===== config.mk =====
export PLATFORM = sky130hd
export DESIGN_NAME = data_ram_arbiter_flat
export DESIGN_NICKNAME = d
export VERILOG_FILES = /design/src/rtl/data_ram_arbiter_if.sv /design/src/rtl/data_ram_arbiter.sv /design/src/flat_wrapper.sv
export SDC_FILE = /design/constraint.sdc
export NUM_CORES = 1
export LEC_CHECK = 0
export CELL_PAD_IN_SITES_DETAIL_PLACEMENT = 0
export CELL_PAD_IN_SITES_GLOBAL_PLACEMENT = 2
export CORE_ASPECT_RATIO = 1.75
export CORE_MARGIN = 8
export CORE_UTILIZATION = 13
export DETAILED_ROUTE_END_ITERATION = 8
export GPL_ROUTABILITY_DRIVEN = 0
export PLACE_DENSITY_LB_ADDON = 0.1
export SKIP_CTS_REPAIR_TIMING = 1
export SYNTH_ARGS = -nofsm -noshare
export SYNTH_HDL_FRONTEND = slang
export SYNTH_SLANG_ARGS = --single-unit

===== constraint.sdc =====
create_clock -name clk -period 1.7 [get_ports clk]
set_input_delay 0.17 -clock clk [delete_from_list [all_inputs] [get_ports clk]]
set_output_delay 0.17 -clock clk [all_outputs]
set_load 0.01 [all_outputs]

===== src/rtl/data_ram_arbiter_if.sv =====
// rtl/data_ram_arbiter_if.sv - CPU, aux and RAM-side signal bundle for data_ram_arbiter
interface data_ram_arbiter_if;
    logic        cpu_en_i;
    logic        cpu_we_i;
    logic [31:0] cpu_addr_i;
    logic [31:0] cpu_wdata_i;
    logic [31:0] cpu_rdata_o;
    logic        cpu_stall_o;
    logic        aux_req_i;
    logic [31:0] aux_addr_i;
    logic [31:0] aux_rdata_o;
    logic        aux_valid_o;
    logic        ram_enable_o;
    logic        ram_we_o;
    logic [31:0] ram_addr_o;
    logic [31:0] ram_wdata_o;
    logic [31:0] ram_rdata_i;

    modport slave (
        input  cpu_en_i, cpu_we_i, cpu_addr_i, cpu_wdata_i, aux_req_i, aux_addr_i, ram_rdata_i,
        output cpu_rdata_o, cpu_stall_o, aux_rdata_o, aux_valid_o,
               ram_enable_o, ram_we_o, ram_addr_o, ram_wdata_o
    );

    modport master (
        output cpu_en_i, cpu_we_i, cpu_addr_i, cpu_wdata_i, aux_req_i, aux_addr_i, ram_rdata_i,
        input  cpu_rdata_o, cpu_stall_o, aux_rdata_o, aux_valid_o,
               ram_enable_o, ram_we_o, ram_addr_o, ram_wdata_o
    );
endinterface


===== src/rtl/data_ram_arbiter.sv =====
// rtl/data_ram_arbiter.sv - CPU-priority arbiter for the data RAM port; ARB_STARVE_GUARD_EN adds forced aux grants
module data_ram_arbiter #(
    parameter int unsigned STARVE_LIMIT = 8
) (
    input  logic               clk,
    input  logic               reset,
    data_ram_arbiter_if.slave  bus
);
    typedef enum logic [1:0] {IDLE, WAIT, RESP} state_t;

    localparam logic [7:0] LIMIT = 8'(STARVE_LIMIT);

    state_t      state;
    logic        aux_pending;
    logic        forced;
    logic        aux_grant;
    logic        aux_valid_q;
    logic [31:0] aux_rdata_q;

    // A request raised during RESP or reset is not eligible this cycle.
    assign aux_pending = !reset && bus.aux_req_i && (state != RESP);

`ifdef ARB_STARVE_GUARD_EN
    logic [7:0] starve_cnt;

    assign forced = aux_pending && bus.cpu_en_i && (starve_cnt == LIMIT);

    always_ff @(posedge clk) begin
        if (reset || !aux_pending || aux_grant) begin
            starve_cnt <= 8'd0;
        end else if (starve_cnt < LIMIT) begin
            starve_cnt <= starve_cnt + 8'd1;
        end
    end
`else
    logic unused_limit;
    assign unused_limit = ^LIMIT;
    assign forced       = 1'b0;
`endif

    assign aux_grant = aux_pending && (!bus.cpu_en_i || forced);

    always_comb begin
        bus.ram_enable_o = 1'b0;
        bus.ram_we_o     = 1'b0;
        bus.ram_addr_o   = 32'd0;
        bus.ram_wdata_o  = 32'd0;
        bus.cpu_rdata_o  = bus.ram_rdata_i;
        bus.cpu_stall_o  = 1'b0;
        if (aux_grant) begin
            bus.ram_enable_o = 1'b1;
            bus.ram_addr_o   = bus.aux_addr_i;
            bus.cpu_rdata_o  = 32'd0;
            bus.cpu_stall_o  = forced;
        end else if (bus.cpu_en_i) begin
            bus.ram_enable_o = 1'b1;
            bus.ram_we_o     = bus.cpu_we_i;
            bus.ram_addr_o   = bus.cpu_addr_i;
            bus.ram_wdata_o  = bus.cpu_wdata_i;
        end
    end

    always_ff @(posedge clk) begin
        if (reset) begin
            state       <= IDLE;
            aux_valid_q <= 1'b0;
            aux_rdata_q <= 32'd0;
        end else begin
            aux_valid_q <= 1'b0;
            case (state)
                IDLE, WAIT: begin
                    if (aux_grant) begin
                        state       <= RESP;
                        aux_valid_q <= 1'b1;
                        aux_rdata_q <= bus.ram_rdata_i;
                    end else if (bus.aux_req_i) begin
                        state <= WAIT;
                    end else begin
                        state <= IDLE;
                    end
                end
                RESP:    state <= IDLE;
                default: state <= IDLE;
            endcase
        end
    end

    assign bus.aux_valid_o = aux_valid_q;
    assign bus.aux_rdata_o = aux_rdata_q;
endmodule


===== src/flat_wrapper.sv =====
// flat-port wrapper written by rule: the top's interface ports become plain ports
module data_ram_arbiter_flat 
#(
    parameter int unsigned STARVE_LIMIT = 8
)
  (clk, reset, bus_cpu_en_i, bus_cpu_we_i, bus_cpu_addr_i, bus_cpu_wdata_i, bus_aux_req_i, bus_aux_addr_i, bus_ram_rdata_i, bus_cpu_rdata_o, bus_cpu_stall_o, bus_aux_rdata_o, bus_aux_valid_o, bus_ram_enable_o, bus_ram_we_o, bus_ram_addr_o, bus_ram_wdata_o);
  data_ram_arbiter_if bus_i ();
  input  logic clk;
  input  logic reset;
  input wire logic [$bits(bus_i.cpu_en_i)-1:0] bus_cpu_en_i;
  input wire logic [$bits(bus_i.cpu_we_i)-1:0] bus_cpu_we_i;
  input wire logic [$bits(bus_i.cpu_addr_i)-1:0] bus_cpu_addr_i;
  input wire logic [$bits(bus_i.cpu_wdata_i)-1:0] bus_cpu_wdata_i;
  input wire logic [$bits(bus_i.aux_req_i)-1:0] bus_aux_req_i;
  input wire logic [$bits(bus_i.aux_addr_i)-1:0] bus_aux_addr_i;
  input wire logic [$bits(bus_i.ram_rdata_i)-1:0] bus_ram_rdata_i;
  output wire logic [$bits(bus_i.cpu_rdata_o)-1:0] bus_cpu_rdata_o;
  output wire logic [$bits(bus_i.cpu_stall_o)-1:0] bus_cpu_stall_o;
  output wire logic [$bits(bus_i.aux_rdata_o)-1:0] bus_aux_rdata_o;
  output wire logic [$bits(bus_i.aux_valid_o)-1:0] bus_aux_valid_o;
  output wire logic [$bits(bus_i.ram_enable_o)-1:0] bus_ram_enable_o;
  output wire logic [$bits(bus_i.ram_we_o)-1:0] bus_ram_we_o;
  output wire logic [$bits(bus_i.ram_addr_o)-1:0] bus_ram_addr_o;
  output wire logic [$bits(bus_i.ram_wdata_o)-1:0] bus_ram_wdata_o;
  assign bus_i.cpu_en_i = bus_cpu_en_i;
  assign bus_i.cpu_we_i = bus_cpu_we_i;
  assign bus_i.cpu_addr_i = bus_cpu_addr_i;
  assign bus_i.cpu_wdata_i = bus_cpu_wdata_i;
  assign bus_i.aux_req_i = bus_aux_req_i;
  assign bus_i.aux_addr_i = bus_aux_addr_i;
  assign bus_i.ram_rdata_i = bus_ram_rdata_i;
  assign bus_cpu_rdata_o = bus_i.cpu_rdata_o;
  assign bus_cpu_stall_o = bus_i.cpu_stall_o;
  assign bus_aux_rdata_o = bus_i.aux_rdata_o;
  assign bus_aux_valid_o = bus_i.aux_valid_o;
  assign bus_ram_enable_o = bus_i.ram_enable_o;
  assign bus_ram_we_o = bus_i.ram_we_o;
  assign bus_ram_addr_o = bus_i.ram_addr_o;
  assign bus_ram_wdata_o = bus_i.ram_wdata_o;
  data_ram_arbiter #(.STARVE_LIMIT(STARVE_LIMIT)) u_core (.clk(clk), .reset(reset), .bus(bus_i));
endmodule

## Word level (Yosys, flattened, before mapping)

Index checks and enable logic that the tools add are counted.

- Add/sub/neg operators: 0
- Multiply operators: 0
- Divide/modulo/power cells: 0
- Order comparisons: 0
- Equality and inequality tests: 2
- Shift-type cells: 0
- Muxes and demuxes: 12
- Bitwise operators: 1
- Reductions and logical operators: 10

Operators by type and width:

| operator | number |
|---|---|
| $mux W32 | 5 |
| $mux W1 | 6 |
| $reduce_or A2 Y1 | 2 |
| $logic_and A1 B1 Y1 | 3 |
| $reduce_or A3 Y1 | 1 |
| $eq A2 B1 Y1 const B | 1 |
| $logic_not A1 Y1 | 2 |
| $logic_not A2 Y1 | 1 |
| $mux W2 | 1 |
| $ne A2 B2 Y1 const B | 1 |
| $reduce_and A2 Y1 | 1 |
| $not A1 Y1 | 1 |

- Register bits: 35
- Latch bits: 0
- Bits in writable memories: 0
- ROM bits: 0
- Output and inout port bits: 132
- Word-level logic and storage cells: 29
- Memories kept: 0

## Depth between registers and ports, before layout

Gate-level depths: netlist of run 1.

- Depth in word-level cells: 5
- Gate-level depth with buffers: 5
- Depth with buffers taken out: 2

## Worst setup path after synthesis of run 1

OpenSTA, ideal clock, no wires.

- Kind: register to register
- Start point: register u_core.state[1]
- End point: register u_core.aux_rdata_q[10] (netlist: u_core.bus.aux_rdata_o[10])
- Setup time: 0.121 ns
- Arrival time: 1.429 ns
- Required time: 1.579 ns
- Slack: 0.150 ns
- Cell stages (with the launch flop): 5
- Path buffers: 2
- Period minus slack after synthesis: 1.550 ns
- Cells stage by stage: dfxtp_1 -> or4b_1 -> buf_2 -> buf_6 -> mux2_4

- Cells in the longest elaborated chain, start to end: 4

RTL lines:

| what | line | source |
|---|---|---|
| start: declaration | data_ram_arbiter.sv:13 | `state_t state;` |
| start signal: assignment | data_ram_arbiter.sv:65 | `state <= IDLE;` |
| start signal: assignment | data_ram_arbiter.sv:73 | `state <= RESP;` |
| start signal: assignment | data_ram_arbiter.sv:77 | `state <= WAIT;` |
| $ne A2 B2 Y1 | data_ram_arbiter.sv:21 | `assign aux_pending = !reset && bus.aux_req_i && (state != RESP);` |
| $logic_and A1 B1 Y1 | data_ram_arbiter.sv:21 |  |
| $logic_and A1 B1 Y1 | data_ram_arbiter.sv:41 | `assign aux_grant = aux_pending && (!bus.cpu_en_i \|\| forced);` |
| $reduce_and A2 Y1 (no line) (*) | n/a |  |
| end signal: assignment | data_ram_arbiter.sv:75 | `aux_rdata_q <= bus.ram_rdata_i;` |
| end: declaration | data_ram_arbiter.sv:18 | `logic [31:0] aux_rdata_q;` |

Every way passes the cells marked *; elsewhere a longest branch is shown, timed or not.
A chain may end at the register's enable or synchronous reset.

## Final worst setup path of run 1

- Start point: input reset
- End point: output bus_ram_addr_o[20]

- Cells in the longest elaborated chain, start to end: 5

RTL lines:

| what | line | source |
|---|---|---|
| start: declaration | flat_wrapper.sv:9 | `input logic reset;` |
| $logic_not A1 Y1 | data_ram_arbiter.sv:21 |  |
| $logic_and A1 B1 Y1 (2 in series) | data_ram_arbiter.sv:21 |  |
| $logic_and A1 B1 Y1 | data_ram_arbiter.sv:41 |  |
| $mux W32 | data_ram_arbiter.sv:50 | `if (aux_grant) begin` |
| end: declaration | flat_wrapper.sv:23 | `output wire logic [$bits(bus_i.ram_addr_o)-1:0] bus_ram_addr_o;` |

No other way between the ends.

==> results.py, run 1 <==
metrics = {
    "synthesis": {
        "ys_types": 18,
        "yosysWarnings": 0,
        "synth_edf_count": 0,
        "syn_inst": 232,
        "ys.flop_type": "dfxtp_1",
        "synth-simple-area-share": 0.194,
        "synth_top_family_by_area": "compound AO/OA/AOI/OAI gates",
        "ys_seq_area_frac": 0.293,
        "ys_seq_elements": 34,
        "synthMuxAreaShare": 0.202,
        "synth_fa_ha_area_frac": 0,
        "ys_async_sr_fraction": 0,
        "synthXorXnorAreaFrac": 0,
        "synth_nets": 365,
        "syn_area_per_cell_um2": 10.0,
        "syn-cell-area_um2": 2320,
        "synth_compound_area_frac": 0.245,
    },
    "timing": {
        "post-route-min-period_ns": 1.64,
        "clock_skew_ns": 0.00918,
        "rsz0062_at_grt": "no",
        "finalHoldViolCount": 0,
        "post-route-period-util": 0.963,
        "hold_slack_ns": 0.243,
        "final-setup-viol-count": 0,
        "setup_slack_ns": 0.0629,
        "slew_violations": 0,
        "fmax_ghz": 0.611,
    },
    "final_layout": {
        "antenna_cells": 0,
        "area_delta_synth_final_pct": 151,
        "drive_above_1_share": 0.150,
        "fillers": 1861,
        "nNetsFinal": 633,
    },
    "drt": {
        "firstDrtPassIters": 4,
        "drtIter0Drc": 77,
        "drt_wl_total_um": 15500,
        "wl_per_cell_um": 21.2,
        "vias": 2909,
        "viasPerCell": 3.97,
        "drtAntennaViolNets": 0,
        "route.detailed.drc": 0,
    },
    "setup_path": {
        "setup.worst_path.start_class": "input port",
        "max_stage_delay_ns": 0.35,
        "crit_family": "buffers and inverters",
        "critPathSlowestCell": "nor3b_4",
        "cp.arrival_ns": 1.47,
        "endpoint_kind": "output port",
        "path_cells": "dlymetal6s2s_1, nor3b_4, buf_4, clkbuf_16, a32o_1, clkbuf_2",
        "path_buf_inv": 4,
        "crit_required_ns": 1.53,
        "path_class": "input port to output port",
        "crit_fanout": 8,
    },
    "flow_run": {
        "maxCapViolCount": 0,
    },
    "place": {
        "hpwl_um": 11800,
        "pre_cts_slack_ns": -0.531,
        "io_buffer_count": 263,
    },
    "global_route": {
        "grt_max_degree": 66,
        "grt_pass1_wl_um": 19900,
        "antenna_found_initial": 2,
        "grt_usage": 0.119,
        "gr-total-overflow": 0,
        "grt_pass1_vias": 3064,
    },
    "cts": {
        "cts_buffer_depth": 2,
        "insertion_delay_ns": 0.28,
        "htree_num_levels": 2,
        "cts.sinks": 34,
        "numCtsBuffers": 5,
        "cts_tree": "yes",
        "root_buffer": "clkbuf_16",
        "clkTransAtPathRegs_ns": 0.05,
    },
    "die": {
        "start_util": 0.133,
        "std_cell_rows": 64,
        "core_um2": 17500,
        "dieArea_um2": 22500,
        "io_pins": 265,
        "fp.dieW_um": 117,
        "die_h_um": 193,
    },
    "worst_hold_path": {
        "hold_class": "input port to register",
    },
    "pwr": {
        "irDropWorstVdd_v": 0.000570,
        "leakagePower_nw": 2.95,
        "pwr_density_cell_nw_per_um2": 563,
    },
    "run_status": {
        "status": "complete, no violations",
    },
}
cell type report:
class | instances | area, µm² | share of cell area
Clock buffer | 6 | 139 | 0.0239
Clock inverter | 2 | 60.1 | 0.0103
Sequential cell | 34 | 681 | 0.117
Tap cell | 231 | 289 | 0.0497
Multi-Input combinational cell | 168 | 1510 | 0.260
Timing Repair Buffer | 290 | 3130 | 0.539
Inverter | 1 | 3.75 | 0.000646
where the power goes:
| part | leakage (nW) | internal (mW) | total, mW | switching [mW] |
|---|---|---|---|---|
| clock | 0.0971 | 0.881 | 1.24 | 0.357 |
| combinational | 2.58 | 0.756 | 1.17 | 0.418 |
| sequential | 0.278 | 0.841 | 0.862 | 0.0204 |
sequential cells by signal, summed over array words and instances (netlist names):
register and flops:
u_core.bus.aux_rdata_o 32, u_core.state 2
worst reg2reg max path: stages, from the launching register on:
cell and delay (ns):
dfxtp_1 0.34, or4b_4 0.56, buf_4 0.21, mux2_4 0.31
synthesized netlist by cell type, types with 3 or more instances:
cell	number	area [µm²]
mux2_4	29	435
buf_6	4	45.0
clkbuf_1	23	86.3
nor2b_1	33	206
a32o_1	32	320
a21boi_0	32	240
and2_1	33	206
mux2_2	3	33.8
dfxtp_1	34	681
metal layers:
| layer | GRT usage | share of wire |
|---|---|---|
| met2 | 0.234 | 0.55 |
| met4 | 0.0367 | 0.016 |
| met5 | 0 | 0.00084 |
| met3 | 0.0552 | 0.13 |
| met1 | 0.102 | 0.30 |
cell families (layout without fill, tap and decap cells):
group	count (synthesis)	in the layout
DFF	34	34
other	1	1
muxes	32	32
buffers and inverters	30	299
AOI/OAI and AO/OA	65	65
and+or+nand+nor	70	70
final timing paths:
kind | startpoint | cells after the start | slack [ns] | endpoint
worst max register to register | u_core.state[1]$_SDFF_PP0_ | 3 | 0.17 | u_core.bus.aux_rdata_o[0]$_SDFFE_PP0P_
worst min register to register | u_core.bus.aux_rdata_o[8]$_SDFFE_PP0P_ | 2 | 0.61 | u_core.bus.aux_rdata_o[8]$_SDFFE_PP0P_
worst min-delay path | bus_cpu_en_i | 2 | 0.24 | u_core.state[0]$_SDFF_PP0_
worst max-delay path | reset | 6 | 0.06 | bus_ram_addr_o[20]
through the flow:
stage | utilization | setup TNS [ns] | cells | area [µm²] | power [mW]
global route | 0.333 | 0 | 732 | 5810 | 3.44
floorplan | - | 0 | 232 | 2320 | 1.26
global placement | 0.303 | -37.51 | 716 | 5290 | 2.06
CTS | 0.315 | -27.76 | 724 | 5490 | 3.33
detailed placement | 0.303 | -37.03 | 716 | 5290 | 2.06
finish | 0.333 | 0 | 732 | 5810 | 3.27
placed cells by master, fill, tap and decap left out:
cell | netlist | final
clkdlybuf4s50_1 | 0 | 194
buf_6 | 4 | 2
buf_4 | 1 | 15
a21boi_1 | 0 | 3
nor2b_1 | 33 | 33
conb_1 | 1 | 1
buf_16 | 0 | 1
inv_1 | 1 | 1
and2_1 | 33 | 33
a21boi_0 | 32 | 29
a32o_1 | 32 | 32
and3b_1 | 1 | 1
dlymetal6s2s_1 | 0 | 64
buf_2 | 1 | 2
buf_12 | 0 | 5
bufinv_16 | 0 | 2
nor3b_4 | 0 | 1
mux2_2 | 3 | 3
mux2_4 | 29 | 29
clkbuf_8 | 0 | 1
dfxtp_1 | 34 | 34
or4b_4 | 0 | 1
clkbuf_2 | 0 | 3
clkbuf_16 | 0 | 9
nand2b_4 | 0 | 1
a21o_1 | 1 | 1
(Power assumes the default switching activity.)
==> inputs of run 2 (changes only) <==
Settings changed: CORE_UTILIZATION 13 to 14.
Clock period 1.7 ns to 1.9 ns, I/O delays scaled along.
==> results.py, run 2 (synthesis gave the netlist of run 1 again) <==
metrics = {
    "cts": {
        "htree_num_levels": 2,
        "cts.sinks": 34,
        "cts_tree": "yes",
        "clkTransAtPathRegs_ns": 0.05,
        "root_buffer": "clkbuf_16",
        "insertion_delay_ns": 0.28,
        "numCtsBuffers": 5,
        "cts_buffer_depth": 2,
    },
    "setup_path": {
        "setup.worst_path.start_class": "input port",
        "path_cells": "clkdlybuf4s50_1, nor3b_4, buf_6, a32o_1, clkdlybuf4s50_1",
        "crit_required_ns": 1.71,
        "path_class": "input port to output port",
        "cpMostUsedCell": "clkdlybuf4s50_1",
        "cp.arrival_ns": 1.93,
        "critPathSlowestCell": "clkdlybuf4s50_1",
        "max_stage_delay_ns": 0.54,
        "crit_family": "buffers and inverters",
        "path_buf_inv": 3,
        "endpoint_kind": "output port",
        "crit_fanout": 19,
    },
    "pwr": {
        "cell_internal_pwr_mw": 1.89,
        "power_frac_comb": 0.396,
        "clkPwrFrac": 0.305,
        "leakagePower_nw": 2.37,
        "swShare": 0.265,
        "irDropWorstVdd_v": 0.000325,
        "seq_power_share": 0.299,
        "pwr_density_cell_nw_per_um2": 475,
        "p_sw_mw": 0.683,
    },
    "global_route": {
        "gr-total-overflow": 0,
        "grt_pass1_vias": 3007,
        "antenna_found_initial": 1,
        "grt_pass1_wl_um": 19300,
        "grt_max_degree": 66,
        "grt_usage": 0.122,
    },
    "final_layout": {
        "drive_above_1_share": 0.117,
        "postLayoutCellArea_um2": 5430,
        "nNetsFinal": 619,
        "fillers": 1690,
        "area_delta_synth_final_pct": 134,
        "multi_input_area_um2": 1510,
        "ff_latch_area_um2": 682,
        "mostFrequentLayoutCell": "clkdlybuf4s50_1",
        "mostFrequentLayoutCells": "clkdlybuf4s50_1, and2_1, nor2b_1, dfxtp_1",
        "largest_register_ffs": 32,
    },
    "timing": {
        "finalHoldViolCount": 0,
        "fmax_ghz": 0.473,
        "post-route-period-util": 1.11,
        "final-setup-viol-count": 35,
        "hold_slack_ns": 0.277,
        "setup_slack_ns": -0.216,
        "post-route-min-period_ns": 2.12,
        "slew_violations": 0,
        "rsz0062_at_grt": "yes",
        "clock_skew_ns": 0.00686,
    },
    "die": {
        "io_pins": 265,
        "start_util": 0.142,
        "std_cell_rows": 62,
        "core_um2": 16300,
        "fp.dieW_um": 113,
        "die_h_um": 186,
        "dieArea_um2": 21100,
    },
    "drt": {
        "viasPerCell": 4.16,
        "route.detailed.drc": 0,
        "drtAntennaViolNets": 0,
        "vias": 2826,
        "drtIter0Drc": 130,
        "wl_per_cell_um": 20.5,
        "drt_wl_total_um": 13900,
        "firstDrtPassIters": 4,
    },
    "place": {
        "pre_cts_slack_ns": -0.269,
        "placed_cell_area_um2": 5150,
        "io_buffer_count": 263,
        "hpwl_um": 11300,
    },
    "run_status": {
        "status": "finished, violations left",
        "violations": "negative setup slack",
    },
    "flow_run": {
        "maxCapViolCount": 0,
    },
    "worst_hold_path": {
        "hold_class": "input port to register",
    },
}
-- run 2: cell types whose count changed in the layout (fill, tap and decap cells not counted), sizes merged --
| cell | previous run | this run |
|---|---|---|
| buf | 25 | 14 |
| bufinv | 2 | 0 |
| clkbuf | 13 | 7 |
| clkdlybuf4s50 | 194 | 232 |
| clkinvlp | 0 | 1 |
| diode | 0 | 1 |
| dlymetal6s2s | 64 | 29 |
-- run 2: power by group through the flow --
| stage | clock (mW) | sequential (mW) | combinational, mW |
|---|---|---|---|
| after floorplan | 0 | 0.802 | 0.322 |
| after global placement | 0 | 0.784 | 1.04 |
| after CTS | 0.833 | 0.770 | 1.04 |
| after global routing | 0.851 | 0.775 | 1.09 |
| after detailed placement | 0 | 0.785 | 1.04 |
| final | 0.786 | 0.770 | 1.02 |
-- run 2: through the flow --
stage	std cells	util	total power, mW	setup TNS [ns]
CTS	676	0.325	2.65	-12.34
detailed placement	669	0.316	1.82	-15.35
finish	679	0.333	2.58	-5.99
global route	679	0.333	2.71	-9.20
floorplan	232	-	1.12	0
global placement	669	0.316	1.82	-13.14
-- run 2: worst paths after layout --
path	start	slack, ns	cells past startpoint	end
worst min-delay path	bus_cpu_en_i	0.28	2	u_core.state[0]$_SDFF_PP0_
worst max register to register	u_core.state[1]$_SDFF_PP0_	0.19	3	u_core.bus.aux_rdata_o[23]$_SDFFE_PP0P_
worst min register to register	u_core.state[1]$_SDFF_PP0_	0.57	1	u_core.state[0]$_SDFF_PP0_
worst max-delay path	bus_aux_req_i	-0.22	5	bus_ram_addr_o[20]
-- run 2: final cells by class --
class / count / share of cell area
repair buffers: 276 / 0.526
multi-input cells: 168 / 0.277
flip-flops and latches: 34 / 0.126
well taps: 192 / 0.0443
clock buffers: 6 / 0.0238
clock inverters: 1 / 0.00138
inverters: 1 / 0.000692
diodes: 1 / 0.000461
-- run 2: metal layers --
layer,routed length (µm),global-route usage
met1,4750,0.112
met4,216,0.0418
met3,1280,0.0411
met2,7670,0.243
met5,0,0
==> inputs of run 3 (changes only) <==
--- a/config.mk
+++ b/config.mk
@@ -10,5 +10,5 @@
 export CORE_ASPECT_RATIO = 1.75
 export CORE_MARGIN = 8
-export CORE_UTILIZATION = 14
+export CORE_UTILIZATION = 12
 export DETAILED_ROUTE_END_ITERATION = 8
 export GPL_ROUTABILITY_DRIVEN = 0
==> constraint.sdc (replaced) <==
create_clock -name clk -period 1.75 [get_ports clk]
set_input_delay 0.2625 -clock clk [delete_from_list [all_inputs] [get_ports clk]]
set_output_delay 0.2625 -clock clk [all_outputs]
set_load 0.01 [all_outputs]
==> results.py, run 3 (synthesis gave the netlist of run 1 again) <==
metrics = {
    "setup_path": {
        "crit_required_ns": 1.49,
        "path_class": "input port to output port",
        "max_stage_delay_ns": 0.56,
        "cp.arrival_ns": 1.42,
        "reg2reg_slack_ns": 0.21,
        "endpoint_kind": "output port",
        "path_cells": "buf_2, buf_6, buf_12, and2_1, clkdlybuf4s50_1",
        "setup.worst_path.start_class": "input port",
        "critPathSlowestCell": "clkdlybuf4s50_1",
        "crit_fanout": 24,
    },
    "die": {
        "std_cell_rows": 67,
        "start_util": 0.122,
        "fp.dieW_um": 121,
        "io_pins": 265,
        "dieArea_um2": 24200,
        "die_h_um": 200,
        "core_um2": 19000,
    },
    "global_route": {
        "antenna_found_initial": 1,
        "grt_max_degree": 48,
        "grt_pass1_vias": 3088,
        "grt_usage": 0.110,
        "gr-total-overflow": 0,
        "grt_pass1_wl_um": 20000,
    },
    "drt": {
        "drt_wl_total_um": 15300,
        "firstDrtPassIters": 4,
        "drtIter0Drc": 110,
        "route.detailed.drc": 0,
        "vias": 3010,
        "viasPerCell": 3.93,
        "wl_per_cell_um": 20.0,
        "drtAntennaViolNets": 0,
    },
    "final_layout": {
        "finish.utilization": 0.317,
        "drive_above_1_share": 0.185,
        "area_delta_synth_final_pct": 160,
        "largest_register_ffs": 32,
        "mostFrequentLayoutCell": "clkdlybuf4s50_1",
        "mostFrequentLayoutCells": "clkdlybuf4s50_1, dlymetal6s2s_1, buf_4",
        "nNetsFinal": 657,
    },
    "place": {
        "io_buffer_count": 263,
        "hpwl_um": 11700,
    },
    "timing": {
        "finalHoldViolCount": 0,
        "hold_slack_ns": 0.480,
        "final-setup-viol-count": 0,
        "rsz0062_at_grt": "yes",
        "post-route-period-util": 0.961,
        "tns_ns": 0,
        "clock_skew_ns": 0.00534,
        "slew_violations": 0,
        "fmax_ghz": 0.594,
        "post-route-min-period_ns": 1.68,
    },
    "cts": {
        "cts_buffer_depth": 2,
        "root_buffer": "clkbuf_16",
        "cts.sinks": 34,
        "clkTransAtPathRegs_ns": 0.06,
        "insertion_delay_ns": 0.28,
        "htree_num_levels": 2,
        "numCtsBuffers": 5,
        "cts_tree": "yes",
    },
    "pwr": {
        "seq_power_share": 0.272,
        "cell_internal_pwr_mw": 2.29,
        "swShare": 0.257,
        "pwr_density_cell_nw_per_um2": 511,
        "clkPwrFrac": 0.346,
        "leakagePower_nw": 3.20,
        "irDropWorstVdd_v": 0.000443,
        "power_frac_comb": 0.382,
        "p_sw_mw": 0.791,
    },
    "run_status": {
        "status": "complete, no violations",
    },
    "worst_hold_path": {
        "hold_class": "input port to register",
    },
    "flow_run": {
        "maxCapViolCount": 0,
    },
}
-- run 3: metal layers --
layer	routed length (µm)	global-route usage	part of all wire
met1	5340	0.106	0.35
met2	8500	0.213	0.55
met3	1310	0.0372	0.085
met4	189	0.0358	0.012
met5	0	0	0
-- run 3: area by class of cell --
| type | count | area, µm² |
|---|---|---|
| Fill cell | 1992 | 13000 |
| Timing Repair Buffer | 314 | 3360 |
| Multi-Input combinational cell | 168 | 1510 |
| Sequential cell | 34 | 681 |
| Tap cell | 241 | 302 |
| Clock buffer | 6 | 139 |
| Clock inverter | 1 | 30.0 |
| Inverter | 1 | 3.75 |
| Antenna cell | 1 | 2.50 |
-- run 3: critical path, delay by kind of cell --
family        cells  cell delay, ns
buf+inv           4            1.02
simple gates      1            0.12
-- run 3: worst paths after layout --
path	cells past startpoint	to	start
setup / recovery	5	bus_ram_wdata_o[14]	bus_cpu_en_i
hold / removal	4	u_core.state[0]$_SDFF_PP0_	reset
setup reg to reg	3	u_core.bus.aux_rdata_o[17]$_SDFFE_PP0P_	u_core.state[1]$_SDFF_PP0_
hold reg to reg	2	u_core.bus.aux_rdata_o[8]$_SDFFE_PP0P_	u_core.bus.aux_rdata_o[8]$_SDFFE_PP0P_
-- run 3: metrics by stage --
| step | setup slack, ns | area, µm² | std cells | total power [mW] |
|---|---|---|---|---|
| 2_1_floorplan | 0.157 | 2320 | 232 | 1.22 |
| 3_3_place_gp | -0.574 | 5530 | 751 | 2.05 |
| 3_5_place_dp | -0.581 | 5530 | 751 | 2.04 |
| 4_1_cts | -0.588 | 5700 | 758 | 3.16 |
| 5_1_grt | -0.00362 | 6020 | 766 | 3.25 |
| 6_report | 0.0679 | 6020 | 766 | 3.08 |
-- run 3: power by group through the flow --
stage | Sequential (mW) | Clock (mW) | Combinational, mW
after CTS | 0.837 | 1.12 | 1.20
final | 0.837 | 1.07 | 1.18
after floorplan | 0.871 | 0 | 0.350
after global placement | 0.852 | 0 | 1.20
after detailed placement | 0.852 | 0 | 1.19
after global routing | 0.842 | 1.15 | 1.25
